`config.mk`:
```
export PLATFORM = sky130hd
export DESIGN_NAME = alu_exec_ctrl
export DESIGN_NICKNAME = d
export VERILOG_FILES = /design/src/rtl/alu_exec_ctrl.sv
export SDC_FILE = /design/constraint.sdc
export NUM_CORES = 1
export LEC_CHECK = 0
export BUFFER_PORTS_ARGS = -buffer_cell sky130_fd_sc_hd__buf_2
export CAP_MARGIN = 20
export CELL_PAD_IN_SITES_DETAIL_PLACEMENT = 1
export CELL_PAD_IN_SITES_GLOBAL_PLACEMENT = 2
export CORE_MARGIN = 1
export CORE_UTILIZATION = 41
export CTS_CLUSTER_DIAMETER = 50
export DETAILED_ROUTE_END_ITERATION = 12
export MAX_ROUTING_LAYER = met4
export PLACE_DENSITY = 0.92
export SETUP_SLACK_MARGIN = 0.15
export SLEW_MARGIN = 25
export SYNTH_ARGS = -nofsm -noshare
export SYNTH_HDL_FRONTEND = slang
export SYNTH_SLANG_ARGS = --single-unit
```
`constraint.sdc`:
```
create_clock -name clk -period 6.6 [get_ports clk]
set_input_delay 0.66 -clock clk [delete_from_list [all_inputs] [get_ports clk]]
set_output_delay 0.66 -clock clk [all_outputs]
set_load 0.02 [all_outputs]
```
`src/rtl/alu_exec_ctrl.sv`:
```
// alu_exec_ctrl: execute-stage controller wrapped around an external 8-bit ALU.
// Holds a small register file. Accepts one instruction at a time over a
// valid/ready handshake, sequences the ALU operands, and writes the results back.
module alu_exec_ctrl #(
  parameter int NREG = 4,
  parameter int W    = 8,
  localparam int AW  = $clog2(NREG)
) (
  input  logic          clk,
  input  logic          rst,
  input  logic          instr_valid,
  output logic          instr_ready,
  input  logic [AW-1:0] instr_rs1,
  input  logic [AW-1:0] instr_rs2,
  input  logic [AW-1:0] instr_rd,
  input  logic          instr_imm_en,
  input  logic [W-1:0]  instr_imm,
  output logic [W-1:0]  alu_data1,
  output logic [W-1:0]  alu_data2,
  input  logic [W-1:0]  alu_result,
  input  logic          alu_zero,
  output logic          zero_flag,
  output logic          done,
  input  logic [AW-1:0] dbg_sel,
  output logic [W-1:0]  dbg_data
);

  typedef enum logic [1:0] {
    IDLE = 2'd0,
    READ = 2'd1,
    EXEC = 2'd2,
    WB   = 2'd3
  } state_t;

  state_t state, state_nxt;

  logic [AW-1:0] rs1_q, rs2_q, rd_q;
  logic          imm_en_q;
  logic [W-1:0]  imm_q;
  logic [W-1:0]  res_q;
  logic          zq;
  logic [W-1:0]  regs [NREG];

  logic accept;
  assign accept = instr_valid && instr_ready;

  // State register.
  always_ff @(posedge clk or posedge rst) begin
    if (rst) state <= IDLE;
    else     state <= state_nxt;
  end

  // Next-state logic and handshake ready.
  always_comb begin
    state_nxt   = state;
    instr_ready = 1'b0;
    unique case (state)
      IDLE: begin
        instr_ready = 1'b1;
        if (instr_valid) state_nxt = instr_imm_en ? WB : READ;
      end
      READ:    state_nxt = EXEC;
      EXEC:    state_nxt = WB;
      WB:      state_nxt = IDLE;
      default: state_nxt = IDLE;
    endcase
  end

  // Instruction latch, operand drive, result capture, and retire pulse.
  always_ff @(posedge clk or posedge rst) begin
    if (rst) begin
      rs1_q     <= '0;
      rs2_q     <= '0;
      rd_q      <= '0;
      imm_en_q  <= 1'b0;
      imm_q     <= '0;
      alu_data1 <= '0;
      alu_data2 <= '0;
      res_q     <= '0;
      zq        <= 1'b0;
      zero_flag <= 1'b0;
      done      <= 1'b0;
    end else begin
      done <= 1'b0;
      if (accept) begin
        rs1_q    <= instr_rs1;
        rs2_q    <= instr_rs2;
        rd_q     <= instr_rd;
        imm_en_q <= instr_imm_en;
        imm_q    <= instr_imm;
      end
      if (state == READ) begin
        alu_data1 <= regs[rs1_q];
        alu_data2 <= regs[rs2_q];
      end
      if (state == EXEC) begin
        res_q <= alu_result;
        zq    <= alu_zero;
      end
      if (state == WB) begin
        zero_flag <= imm_en_q ? (imm_q == '0) : zq;
        done      <= 1'b1;
      end
    end
  end

  // Register file: cleared on reset, written only in WB.
  always_ff @(posedge clk or posedge rst) begin
    if (rst) begin
      for (int unsigned i = 0; i < NREG; i++) regs[i] <= '0;
    end else if (state == WB) begin
      regs[rd_q] <= imm_en_q ? imm_q : res_q;
    end
  end

  assign dbg_data = regs[dbg_sel];

endmodule

```
# --- Word level (Yosys, flattened, before mapping) ---
# Cells that the tools add are included.
# Widths: inputs -> output; s select.
op_classes:
  magnitude_cmp: 5
  div: 0
  multipliers: 0
  reduce_logical: 4
  n_eq_ne: 4
  muxes: 19
  bitwise_logic: 4
  shifts: 0
  addsub: 0
op_table:
  columns: ["cell", "count"]
  rows:
  - ["$mux 8", 8]
  - ["$bmux 8 s2", 3]
  - ["$bwmux 32", 1]
  - ["$demux 8 s2", 1]
  - ["$ge 3x3->1 const B", 4]
  - ["$not 2->3", 4]
  - ["$logic_not 8->1", 1]
  - ["$pmux 2 s4", 1]
  - ["$eq 2x2->1 const B", 2]
  - ["$mux 2", 2]
  - ["$lt 3x1->1 const B", 1]
  - ["$mux 1", 3]
  - ["$eq 2x1->1 const B", 1]
  - ["$logic_and 1x1->1", 2]
  - ["$logic_not 2->1", 1]
  - ["$ne 2x2->1 const B", 1]
totals:
  romBits: 0
  inputBits: 29
  memories: 0
  ff_bits: 76
  out_inout_bits: 27
  elab_cells: 52
  latch_bits: 0
  mem_bits_rw: 0

# --- Longest topological paths before layout ---
# Gate-level depths: netlist of run 1.
depth:
  word_depth: 6
  mapped_depth: 7
  ltp_nobuf: 5

# --- Worst setup path after synthesis of run 1 ---
# OpenSTA, ideal clock, no wires.
synth_timing:
  path_kind: "in2out"
  start: "input dbg_sel[0]"
  end: "output dbg_data[0]"
  n_path_buf: 1
  arrival_time_ps: 1488
  stages: 2
  path_slack_ps: 4452
  required_ps: 5940
  cell_sequence: "buf_2 mux4_2"
synth_between:
  elab_chain_cells: 4
synth_rtl:
  columns: ["item", "line_no", "text"]
  rows:
  - ["start: declaration", "24", "input logic [AW-1:0] dbg_sel,"]
  - ["$not 2->3 (not written as such)", "116", "assign dbg_data = regs[dbg_sel];"]
  - ["$bmux 8 s2", "116", null]
  - ["$mux 8 (not written as such) (2 in a row)", "116", null]
  - ["end: declaration", "25", "output logic [W-1:0] dbg_data"]
# Every way passes these cells. The select of a mux whose other input is x is not followed.

# --- Worst setup path after layout of run 1 ---
layout_timing:
  start: "input dbg_sel[0]"
  end: "output dbg_data[3]"
# Same word-level chain as after synthesis.

==> out/qor.yml, run 1 <==
cell_by_cell_trace_of_the_critical_path: "buf_2 -> mux4_2 -> buf_2"
route.detailed.vias_per_inst: 5.376
synth_compound_gate_area_share_pct: 9.272
netlist_area_um2: 3643
globalRouteTotalUtil_pct: 21.21
yosysUniqueCellTypes: 26
r2r_cells: 5
maxClockFrequency_ghz: 0.4291
root_buffer: "sky130_fd_sc_hd__clkbuf_8"
cts.hold.buffers_added: 0
floorplan.die.width_um: 96.27
timing.final.setup_violations: 0
synthArstFlopShare_pct: 100.0
grt_max_degree: 77
grt_pass1_wl_um: 14100
detailedRoute.firstPassIterationCount: 4
critical_path.most_common_cell: "sky130_fd_sc_hd__buf_2"
synth.net_count: 338
cts-buffers-inserted: 9
worst_clock_skew_ns: 0.008965
yosysWarningCount: 0
final_period_minus_worst_setup_slack_ns: 2.331
synth-xor-area-share_pct: 0
routed_len_inst_um: 18.76
dieArea_um2: 9268
clkSlewWorstSetupHoldPaths_ns: 0.08
wl_final_um: 8780
synth_cells: 305
route.antenna.remaining_nets: 0
cts.repair.resized: 0
vdd_drop_max_v: 0.0001643
finalCritPeriodShare_pct: 35.31
crit_buf_inv: 2
final-seq-area_um2: 1902
detailedRoute.firstIterationViolations: 107
fillerInstances: 950
antenna_found_initial: 0
timing.hold.worst.class: "input pin to async pin"
drt_drc_violations_left: 0
place_area_um2: 3943
synth-edff-count: 0
worst_slew_pin_slew_ns: 0.8047
postLayoutCoreUtil_pct: 48.36
cts.htree.levels: 3
synth_mux_area_share_pct: 24.28
worstSetupStartpointType: "input pin"
critical_path.startpoint: "dbg_sel[0]"
maxSlewViolCount: 0
area_growth_syn_to_layout_pct: 15.18
core_region_area_um2: 8678
grt-ovfl-total: 0
clock_sinks: 76
setup.worst_path.class: "input pin to output port"
cp_data_required_time_ns: 5.94
insertedDiodeCount: 0
fp-row-count: 34
result_of_the_run: "finished, final reports clean"
finalSetupTns_ns: 0
timing.critical_path.slowest_stage_cell: "sky130_fd_sc_hd__mux4_2"
routabilityCongestion: 0.7939
cp_slowest_stage_delay_ns: 0.56
reg2reg_setup_slack_ns: 4.42
layout.nets: 388
ys_seq_elements: 76
critical_path.endpoint_type: "output port"
crit-reg2reg-launch: "state[1]"
synth_sequential_area_ratio_pct: 52.20
leakagePower_nw: 1.948
io_buffers: 55
report.final.hold_viol_count: 0
yosys.area_share.adder_pct: 1.374
post-layout-total-power_w: 0.002254
worstPathArrival_ns: 1.67
synth_top_family_by_area: "multiplexers"
vias: 2516
synth_simple_gate_area_share_pct: 9.306
critical_path.max_fanout: 8
multiInputGateArea_um2: 1612
num_io_pins: 56
grt_setup_unrepaired: "no"
clk_path_buf_depth: 2
dp.final_hpwl_um: 6109
tritoncts_clock_tree: "yes"
start_util_pct: 41.98
yosys_most_used_dff: "sky130_fd_sc_hd__dfrtp_1"
power.density_nw_per_um2: 537.2
die-height_um: 96.27
cap_viol_max_count: 0
worstSkewPairLatency_ns: 0.34
fin_area_um2: 4197
average_cell_area_after_synthesis_um2: 11.95
drive_gt1_share_pct: 34.44
regToRegEndpoint: "alu_data2[0]"
post-cts-setup-buffer-count: 0
worst_slew_margin_rel_pct: 46.35
number_of_global_route_vias_before_repair: 2596
timing.critical_path.max_delay_family: "multiplexers"
fin_hold_ws_ns: 0.4961
==> metal layers <==
layer	vias up	GRT usage, %	share of wire, %
li1	1179	-	-
met1	1282	28.07	48
met2	48	33.51	49
met3	7	3.081	2.6
met4	0	7.090	0.96
met5	-	-	0
==> where the power goes <==
part	internal, W	total [W]	switching [W]
logic	0.000423	0.000873	0.000450
registers	0.000681	0.000935	0.000254
clock network	0.000272	0.000446	0.000174
total	0.00138	0.00225	0.000878
==> worst min-delay path: stages <==
cell and delay [ns]:
sky130_fd_sc_hd__buf_2 0.10, sky130_fd_sc_hd__inv_2 0.04, sky130_fd_sc_hd__buf_6 0.54
==> worst max-delay path by stage <==
| stage | to | slack, ns | depth (start not counted) |
|---|---|---|---|
| after floorplan | alu_data1[0] | 4.00 | 1 |
| after global placement | dbg_data[6] | 4.28 | 3 |
| after detailed placement | dbg_data[3] | 4.26 | 3 |
| after CTS | dbg_data[3] | 4.25 | 3 |
| after global routing | dbg_data[3] | 4.22 | 3 |
| final | dbg_data[3] | 4.27 | 3 |
==> flip-flops by register name, summed over array words and instances, names as in the netlist, 2 cells and up <==
name / flops
imm_q: 8
regs: 32
alu_data2: 8
alu_data1: 8
res_q: 8
rs2_q: 2
rs1_q: 2
rd_q: 2
state: 2
==> metrics by stage <==
stage | std cells | setup WS, ns
4_1_cts | 468 | 4.253
3_5_place_dp | 452 | 4.256
2_1_floorplan | 305 | 4.002
3_3_place_gp | 452 | 4.278
6_report | 468 | 4.269
5_1_grt | 468 | 4.219
==> layout make-up <==
type / instances / area share (%)
clock inverters: 4 / 2.266
inverters: 3 / 0.2683
repair buffers: 56 / 6.828
well taps: 108 / 3.220
flip-flops and latches: 76 / 45.32
clock buffers: 12 / 3.697
multi-input cells: 209 / 38.40
==> cells in the final DEF (no fill, tap or decap) <==
cell type,n
sky130_fd_sc_hd__nand4b_1,1
sky130_fd_sc_hd__clkbuf_1,1
sky130_fd_sc_hd__nand3_1,2
sky130_fd_sc_hd__mux2_4,1
sky130_fd_sc_hd__nor4b_1,1
sky130_fd_sc_hd__ha_1,4
sky130_fd_sc_hd__clkinv_2,1
sky130_fd_sc_hd__nand2b_1,1
sky130_fd_sc_hd__o21ai_1,2
sky130_fd_sc_hd__nand3b_1,3
sky130_fd_sc_hd__nor3b_4,1
sky130_fd_sc_hd__clkbuf_8,11
sky130_fd_sc_hd__mux2_2,39
sky130_fd_sc_hd__nand2_2,1
sky130_fd_sc_hd__buf_6,1
sky130_fd_sc_hd__buf_2,55
sky130_fd_sc_hd__nor2_1,11
sky130_fd_sc_hd__o21ai_0,38
sky130_fd_sc_hd__nor2b_1,18
sky130_fd_sc_hd__bufinv_16,3
sky130_fd_sc_hd__a21oi_1,24
sky130_fd_sc_hd__inv_1,2
sky130_fd_sc_hd__mux2i_1,25
sky130_fd_sc_hd__dfrtp_1,76
sky130_fd_sc_hd__a21oi_2,2
sky130_fd_sc_hd__mux4_2,8
sky130_fd_sc_hd__nand2_1,26
sky130_fd_sc_hd__inv_2,1
sky130_fd_sc_hd__nor4_1,1
==> Yosys cell counts, types with 3 or more instances <==
master | number | area, um2
sky130_fd_sc_hd__a21oi_1 | 24 | 120.1
sky130_fd_sc_hd__buf_2 | 11 | 55.05
sky130_fd_sc_hd__buf_6 | 4 | 45.04
sky130_fd_sc_hd__dfrtp_1 | 76 | 1902
sky130_fd_sc_hd__ha_1 | 4 | 50.05
sky130_fd_sc_hd__inv_1 | 3 | 11.26
sky130_fd_sc_hd__mux2_2 | 39 | 439.2
sky130_fd_sc_hd__mux2i_1 | 25 | 250.2
sky130_fd_sc_hd__mux4_2 | 8 | 180.2
sky130_fd_sc_hd__nand2_1 | 26 | 97.59
sky130_fd_sc_hd__nand3b_1 | 3 | 22.52
sky130_fd_sc_hd__nor2_1 | 11 | 41.29
sky130_fd_sc_hd__nor2b_1 | 18 | 112.6
sky130_fd_sc_hd__o21ai_0 | 38 | 190.2
==> cells by family (layout without fill, tap and decap cells) <==
family          after synthesis  count (layout)
flops                        76              76
compound gates               66              66
fa+ha+maj                     4               4
simple gates                 66              66
mux                          73              73
buf+inv                      20              75
No activity file was read; power rests on OpenSTA's default activity.
==> inputs of run 2 (changes only) <==
--- a/config.mk
+++ b/config.mk
@@ -10,11 +10,11 @@
 export CELL_PAD_IN_SITES_DETAIL_PLACEMENT = 1
 export CELL_PAD_IN_SITES_GLOBAL_PLACEMENT = 2
 export CORE_MARGIN = 1
-export CORE_UTILIZATION = 41
+export CORE_UTILIZATION = 38
 export CTS_CLUSTER_DIAMETER = 50
 export DETAILED_ROUTE_END_ITERATION = 12
 export MAX_ROUTING_LAYER = met4
-export PLACE_DENSITY = 0.92
+export PLACE_DENSITY = 0.87
 export SETUP_SLACK_MARGIN = 0.15
 export SLEW_MARGIN = 25
 export SYNTH_ARGS = -nofsm -noshare
==> constraint.sdc (replaced) <==
create_clock -name clk -period 2.3 [get_ports clk]
set_input_delay 0.23 -clock clk [delete_from_list [all_inputs] [get_ports clk]]
set_output_delay 0.23 -clock clk [all_outputs]
set_load 0.02 [all_outputs]
==> run 2 against run 1 <==
Against the previous run:
- sequential share of layout area is essentially flat
- count of clock-buffer cells in the layout shrank 2
- cell area is essentially flat
- worst setup slack lost 3.8 ns
- critical path type is now register to register
- critical endpoint is now alu_data2[4]
- highest routed layer unchanged
==> out/qor.yml, run 2 (same netlist as run 1, synthesis figures left out) <==
result_of_the_run: "finished, final reports clean"
timing.hold.worst.class: "input pin to register"
grt_setup_unrepaired: "no"
route.antenna.remaining_nets: 0
place_ws_ns: 0.4319
grt_max_degree: 53
core_region_area_um2: 9284
clock_sinks: 76
num_io_pins: 56
report.final.hold_viol_count: 0
io_buffers: 55
maxClockFrequency_ghz: 0.5402
floorplan.die.width_um: 99.92
layout_commonest_cell: "sky130_fd_sc_hd__dfrtp_1"
cell_by_cell_trace_of_the_critical_path: "inv_1 -> ha_1 -> buf_4 -> nor2b_1 -> a21oi_1 -> o21ai_0"
wl_final_um: 8207
maxSlewViolCount: 0
worstPathArrival_ns: 2.11
setup.worst_path.class: "register to register"
reg2reg_setup_slack_ns: 0.45
number_of_global_route_vias_before_repair: 2590
layout.nets: 390
grt_pass1_wl_um: 13830
finalSetupTns_ns: 0
drt_drc_violations_left: 0
cap_viol_max_count: 0
finalCritPeriodShare_pct: 80.49
routed_len_inst_um: 16.71
dieArea_um2: 9984
worst_slew_pin_slew_ns: 0.8706
antenna_found_initial: 0
commonest_cells_after_routing_fill_and_taps_aside: "76 x sky130_fd_sc_hd__dfrtp_1, 55 x sky130_fd_sc_hd__buf_2, 39 x sky130_fd_sc_hd__mux2_2, 38 x sky130_fd_sc_hd__o21ai_0, 26 x sky130_fd_sc_hd__nand2_1"
largest_register_ff_count: 32
drive_gt1_share_pct: 34.53
area_growth_syn_to_layout_pct: 15.11
die-height_um: 99.92
timing.critical_path.slowest_stage_cell: "sky130_fd_sc_hd__nor2b_1"
cp_slowest_stage_delay_ns: 0.52
fillerInstances: 1028
clkSlewWorstSetupHoldPaths_ns: 0.08
final_period_minus_worst_setup_slack_ns: 1.851
fp-row-count: 35
globalRouteTotalUtil_pct: 18.91
start_util_pct: 39.25
route.detailed.vias_per_inst: 5.008
detailedRoute.firstIterationViolations: 93
worstSkewPairLatency_ns: 0.35
post-cts-setup-buffer-count: 0
root_buffer: "sky130_fd_sc_hd__clkbuf_8"
dp.final_hpwl_um: 6155
tritoncts_clock_tree: "yes"
critical_path.endpoint_type: "register"
power.density_nw_per_um2: 1466
final_critical_path_setup_slack_ns: 0.4487
cts-buffers-inserted: 9
cp_data_required_time_ns: 2.56
clk_path_buf_depth: 2
leakagePower_nw: 1.923
routabilityCongestion: 0.7755
grt-ovfl-total: 0
worst_slew_margin_rel_pct: 41.96
largest-register: "regs"
vdd_drop_max_v: 0.0005426
worstSetupStartpointType: "register"
cts.htree.levels: 3
vias: 2459
timing.final.setup_violations: 0
critical_path.max_fanout: 18
detailedRoute.firstPassIterationCount: 4
worst_clock_skew_ns: 0.008492
insertedDiodeCount: 0
run 2: worst paths after layout:
path                               from           end  depth (start not counted)
setup / recovery               state[1]  alu_data2[4]                          6
hold / removal             instr_imm[7]      imm_q[7]                          2
setup reg to reg               state[1]  alu_data2[4]                          6
hold reg to reg                res_q[5]      res_q[5]                          1
max in group asynchronous           rst      regs[18]                          4
min in group asynchronous           rst      state[0]                          3
run 2: cell type report:
class                           count  area (um2)  share of cell area (%)
Sequential cell                    76        1902                   45.35
Multi-Input combinational cell    209        1612                   38.42
Timing Repair Buffer               58       312.8                   7.458
Tap cell                          129       161.4                   3.848
Clock buffer                       10       127.6                   3.043
Clock inverter                      6       63.81                   1.521
Inverter                            3       15.01                  0.3580
run 2: layer usage:
layer	routed length [um]	vias up	GRT usage [%]
li1	-	1184	-
met1	3895	1217	24.59
met4	131	0	7.014
met3	231	12	3.482
met2	3948	46	29.60
met5	0	-	-
run 2: critical path: cells and delay by family, from the launching register on:
| family | cells | cell delay [ns] |
|---|---|---|
| buffers and inverters | 2 | 0.35 |
| flip-flops | 1 | 0.41 |
| AND/OR/NAND/NOR | 1 | 0.52 |
| adder cells (fa/ha/maj) | 1 | 0.21 |
| AO/OA/AOI/OAI | 2 | 0.26 |
run 2: what timing repair did:
item                       CTS  global route
setup endpoints to repair    0             0
hold endpoints to repair    24             0
gates resized for setup      0             0
hold buffers                 1             0
run 2: through the flow:
stage	cells	hold slack, ns	total power [W]	cell area [um2]	util, %
after floorplan	305	0.3804	0.004484	3647	-
after global placement	474	0.3113	0.005037	3993	43.01
after detailed placement	474	0.3196	0.005198	3993	43.01
after CTS	491	0.08469	0.006227	4194	45.18
after global routing	491	0.07474	0.006631	4194	45.18
final	491	0.1014	0.006148	4194	45.18
run 2: power by group:
part	switching (W)	internal, W
combinational	0.00126	0.00123
clock	0.000500	0.000501
sequential	0.000708	0.00195
total	0.00247	0.00368
==> inputs of run 3 (changes only) <==
--- a/config.mk
+++ b/config.mk
@@ -5,12 +5,13 @@
 export SDC_FILE = /design/constraint.sdc
 export NUM_CORES = 1
 export LEC_CHECK = 0
+export ABC_AREA = 1
 export BUFFER_PORTS_ARGS = -buffer_cell sky130_fd_sc_hd__buf_2
 export CAP_MARGIN = 20
 export CELL_PAD_IN_SITES_DETAIL_PLACEMENT = 1
 export CELL_PAD_IN_SITES_GLOBAL_PLACEMENT = 2
 export CORE_MARGIN = 1
-export CORE_UTILIZATION = 38
+export CORE_UTILIZATION = 33
 export CTS_CLUSTER_DIAMETER = 50
 export DETAILED_ROUTE_END_ITERATION = 12
 export MAX_ROUTING_LAYER = met4
==> constraint.sdc (replaced) <==
create_clock -name clk -period 1.8 [get_ports clk]
set_input_delay 0.18 -clock clk [delete_from_list [all_inputs] [get_ports clk]]
set_output_delay 0.18 -clock clk [all_outputs]
set_load 0.02 [all_outputs]
==> run 3 against run 2 <==
Against the previous run:
- largest power group is now combinational cells
- largest cell class unchanged
- critical path depth unchanged
- global-route usage is 1.8 points higher
- register-to-register slack worse by 0.17 ns
- critical path type is now input pin to output port
- via count is 45% higher
==> out/qor.yml, run 3 <==
final-instance-count-excl-fill: 720
vias: 3558
worst_slew_pin_slew_ns: 0.5936
regToRegEndpoint: "regs[22]"
critical_path.startpoint: "dbg_sel[0]"
crit_buf_inv: 4
synth_sequential_area_ratio_pct: 49.30
holdCritStartpoint: "instr_imm[3]"
num_io_pins: 56
post-synth-top-count-cell: "sky130_fd_sc_hd__nand2_1"
r2r_cells: 6
timing.critical_path.slowest_stage_cell: "sky130_fd_sc_hd__buf_2"
maxSlewViolCount: 0
core_region_area_um2: 11420
netlist_area_um2: 3857
routabilityCongestion: 0.8241
finalCritPeriodShare_pct: 84.71
commonest_cells_after_routing_fill_and_taps_aside: "199 x sky130_fd_sc_hd__nand2_1, 76 x sky130_fd_sc_hd__dfrtp_1, 70 x sky130_fd_sc_hd__o21ai_0, 55 x sky130_fd_sc_hd__buf_2, 52 x sky130_fd_sc_hd__inv_1"
power.density_nw_per_um2: 1907
setup.worst_path.class: "input pin to output port"
critical_path.endpoint_type: "output port"
detailedRoute.firstPassIterationCount: 4
maxClockFrequency_ghz: 0.6558
route.antenna.remaining_nets: 0
reg2reg_setup_slack_ns: 0.28
die-height_um: 110.1
timing.final.setup_violations: 0
area_growth_syn_to_layout_pct: 20.76
grt_max_degree: 77
synth.net_count: 545
cp_slowest_stage_delay_ns: 0.29
worst_hold_depth: 3
vdd_drop_max_v: 0.0007072
routed_len_inst_um: 15.11
largest_register_ff_count: 32
synth-edff-count: 0
clk_path_buf_depth: 2
synth_cells: 512
ys_seq_elements: 76
insertedDiodeCount: 0
critical_path.most_common_cell: "sky130_fd_sc_hd__buf_2"
dp.final_hpwl_um: 7877
yosysWarningCount: 0
result_of_the_run: "finished, final reports clean"
synthDominantCellAreaShare_pct: 49.30
ys_top_cells_by_count: "199 x sky130_fd_sc_hd__nand2_1, 76 x sky130_fd_sc_hd__dfrtp_1, 70 x sky130_fd_sc_hd__o21ai_0, 54 x sky130_fd_sc_hd__inv_1, 33 x sky130_fd_sc_hd__nand3_1"
wl_final_um: 10880
final-seq-area_um2: 1902
timing.hold.worst.class: "input pin to register"
worstSkewPairLatency_ns: 0.34
grt_setup_unrepaired: "no"
worst_slew_margin_rel_pct: 60.01
yosysUniqueCellTypes: 19
layout.nets: 605
worstSetupStartpointType: "input pin"
fp-row-count: 39
final_period_minus_worst_setup_slack_ns: 1.525
synthArstFlopShare_pct: 100.0
root_buffer: "sky130_fd_sc_hd__clkbuf_16"
finalSetupTns_ns: 0
layout_commonest_cell: "sky130_fd_sc_hd__nand2_1"
cap_viol_max_count: 0
yosys-top-cells-area: "sky130_fd_sc_hd__dfrtp_1 49%, sky130_fd_sc_hd__nand2_1 19%, sky130_fd_sc_hd__o21ai_0 9.1%"
start_util_pct: 33.78
min_delay_worst_endpoint: "imm_q[3]"
cts.htree.levels: 3
crit-reg2reg-launch: "state[0]"
clock_sinks: 76
cts-buffers-inserted: 9
tritoncts_clock_tree: "yes"
worst_clock_skew_ns: 0.008838
yosys_most_used_dff: "sky130_fd_sc_hd__dfrtp_1"
leakagePower_nw: 2.406
worstPathArrival_ns: 1.34
largest-register: "regs"
synth_top_cell_by_area: "sky130_fd_sc_hd__dfrtp_1"
antenna_found_initial: 0
report.final.hold_viol_count: 0
cp_data_required_time_ns: 1.62
globalRouteTotalUtil_pct: 20.66
detailedRoute.firstIterationViolations: 157
floorplan.die.width_um: 110.1
clkSlewWorstSetupHoldPaths_ns: 0.06
numPlacedInstances: 701
dieArea_um2: 12130
timing.critical_path.max_delay_family: "buffers and inverters"
fillerInstances: 1440
drt_drc_violations_left: 0
average_cell_area_after_synthesis_um2: 7.534
drive_gt1_share_pct: 17.50
cell_by_cell_trace_of_the_critical_path: "buf_2 -> clkinvlp_4 -> buf_4 -> o21ai_0 -> o22ai_1 -> buf_2"
io_buffers: 55
grt_pass1_wl_um: 18130
route.detailed.vias_per_inst: 4.942
grt-ovfl-total: 0
number_of_global_route_vias_before_repair: 3715
multiInputGateArea_um2: 1612
critical_path.max_fanout: 17
==> run 3: worst reg2reg max path, cell delays in order, from the launching register on <==
cell                      delay [ns]
sky130_fd_sc_hd__dfrtp_1        0.40
sky130_fd_sc_hd__ha_1           0.24
sky130_fd_sc_hd__inv_1          0.31
sky130_fd_sc_hd__nor3_4         0.05
sky130_fd_sc_hd__buf_4          0.20
sky130_fd_sc_hd__nand2_1        0.09
sky130_fd_sc_hd__o21ai_0        0.11
==> run 3: power breakdown <==
| group | total (W) | switching (W) | internal (W) |
|---|---|---|---|
| clock network | 0.00195 | 0.000696 | 0.00125 |
| registers | 0.00303 | 0.000542 | 0.00249 |
| logic | 0.00391 | 0.00263 | 0.00128 |
| total | 0.00888 | 0.00386 | 0.00502 |
==> run 3: worst max-delay path by stage <==
| stage | to | cells past startpoint |
|---|---|---|
| after global placement | dbg_data[2] | 5 |
| after detailed placement | regs[6] | 6 |
| final | dbg_data[5] | 6 |
| after global routing | regs[6] | 3 |
| after floorplan | imm_en_q | 6 |
| after CTS | regs[6] | 6 |
==> run 3: layer usage <==
| metal | wire length [um] | GRT usage [%] |
|---|---|---|
| met3 | 289 | 2.998 |
| met1 | 4875 | 25.24 |
| met2 | 5452 | 34.06 |
| met4 | 263 | 9.211 |
| met5 | 0 | - |
==> run 3: cell families (layout without fill, tap and decap cells) <==
logic type               after synthesis  count (layout)  synth area share (%)
AO/OA/AOI/OAI                         87              87                 12.10
adder cells (fa/ha/maj)                4               4                 1.297
buffers and inverters                 83             148                 8.920
flip-flops                            76              76                 49.30
multiplexers                           2               2                0.5838
AND/OR/NAND/NOR                      260             260                 27.80
==> run 3: area by class of cell <==
type | instances | area share [%]
sequential | 76 | 40.83
multi-input combinational | 353 | 34.60
timing repair buffer | 71 | 8.810
clock buffer | 12 | 5.291
inverter | 61 | 5.077
tap | 143 | 3.841
clock inverter | 4 | 1.558
==> run 3: per-stage QoR <==
step	power (W)	area (um2)	hold slack (ns)	worst slack, ns	util (%)
6_report	0.008882	4658	0.03589	0.2752	40.80
5_1_grt	0.009667	4658	0.03993	0.1619	40.80
4_1_cts	0.008999	4639	0.02797	0.2665	40.63
3_5_place_dp	0.006974	4310	0.3351	0.2798	37.75
3_3_place_gp	0.006788	4310	0.3238	0.3682	37.75
2_1_floorplan	0.005700	3861	0.2896	0.2734	-
==> run 3: timing repair <==
action / 4_1_cts / 5_1_grt
setup endpoints to repair: 0 / 1
gates resized for setup: 0 / 1
hold endpoints to repair: 76 / 0
setup buffers: 0 / 2
hold buffers: 1 / 0
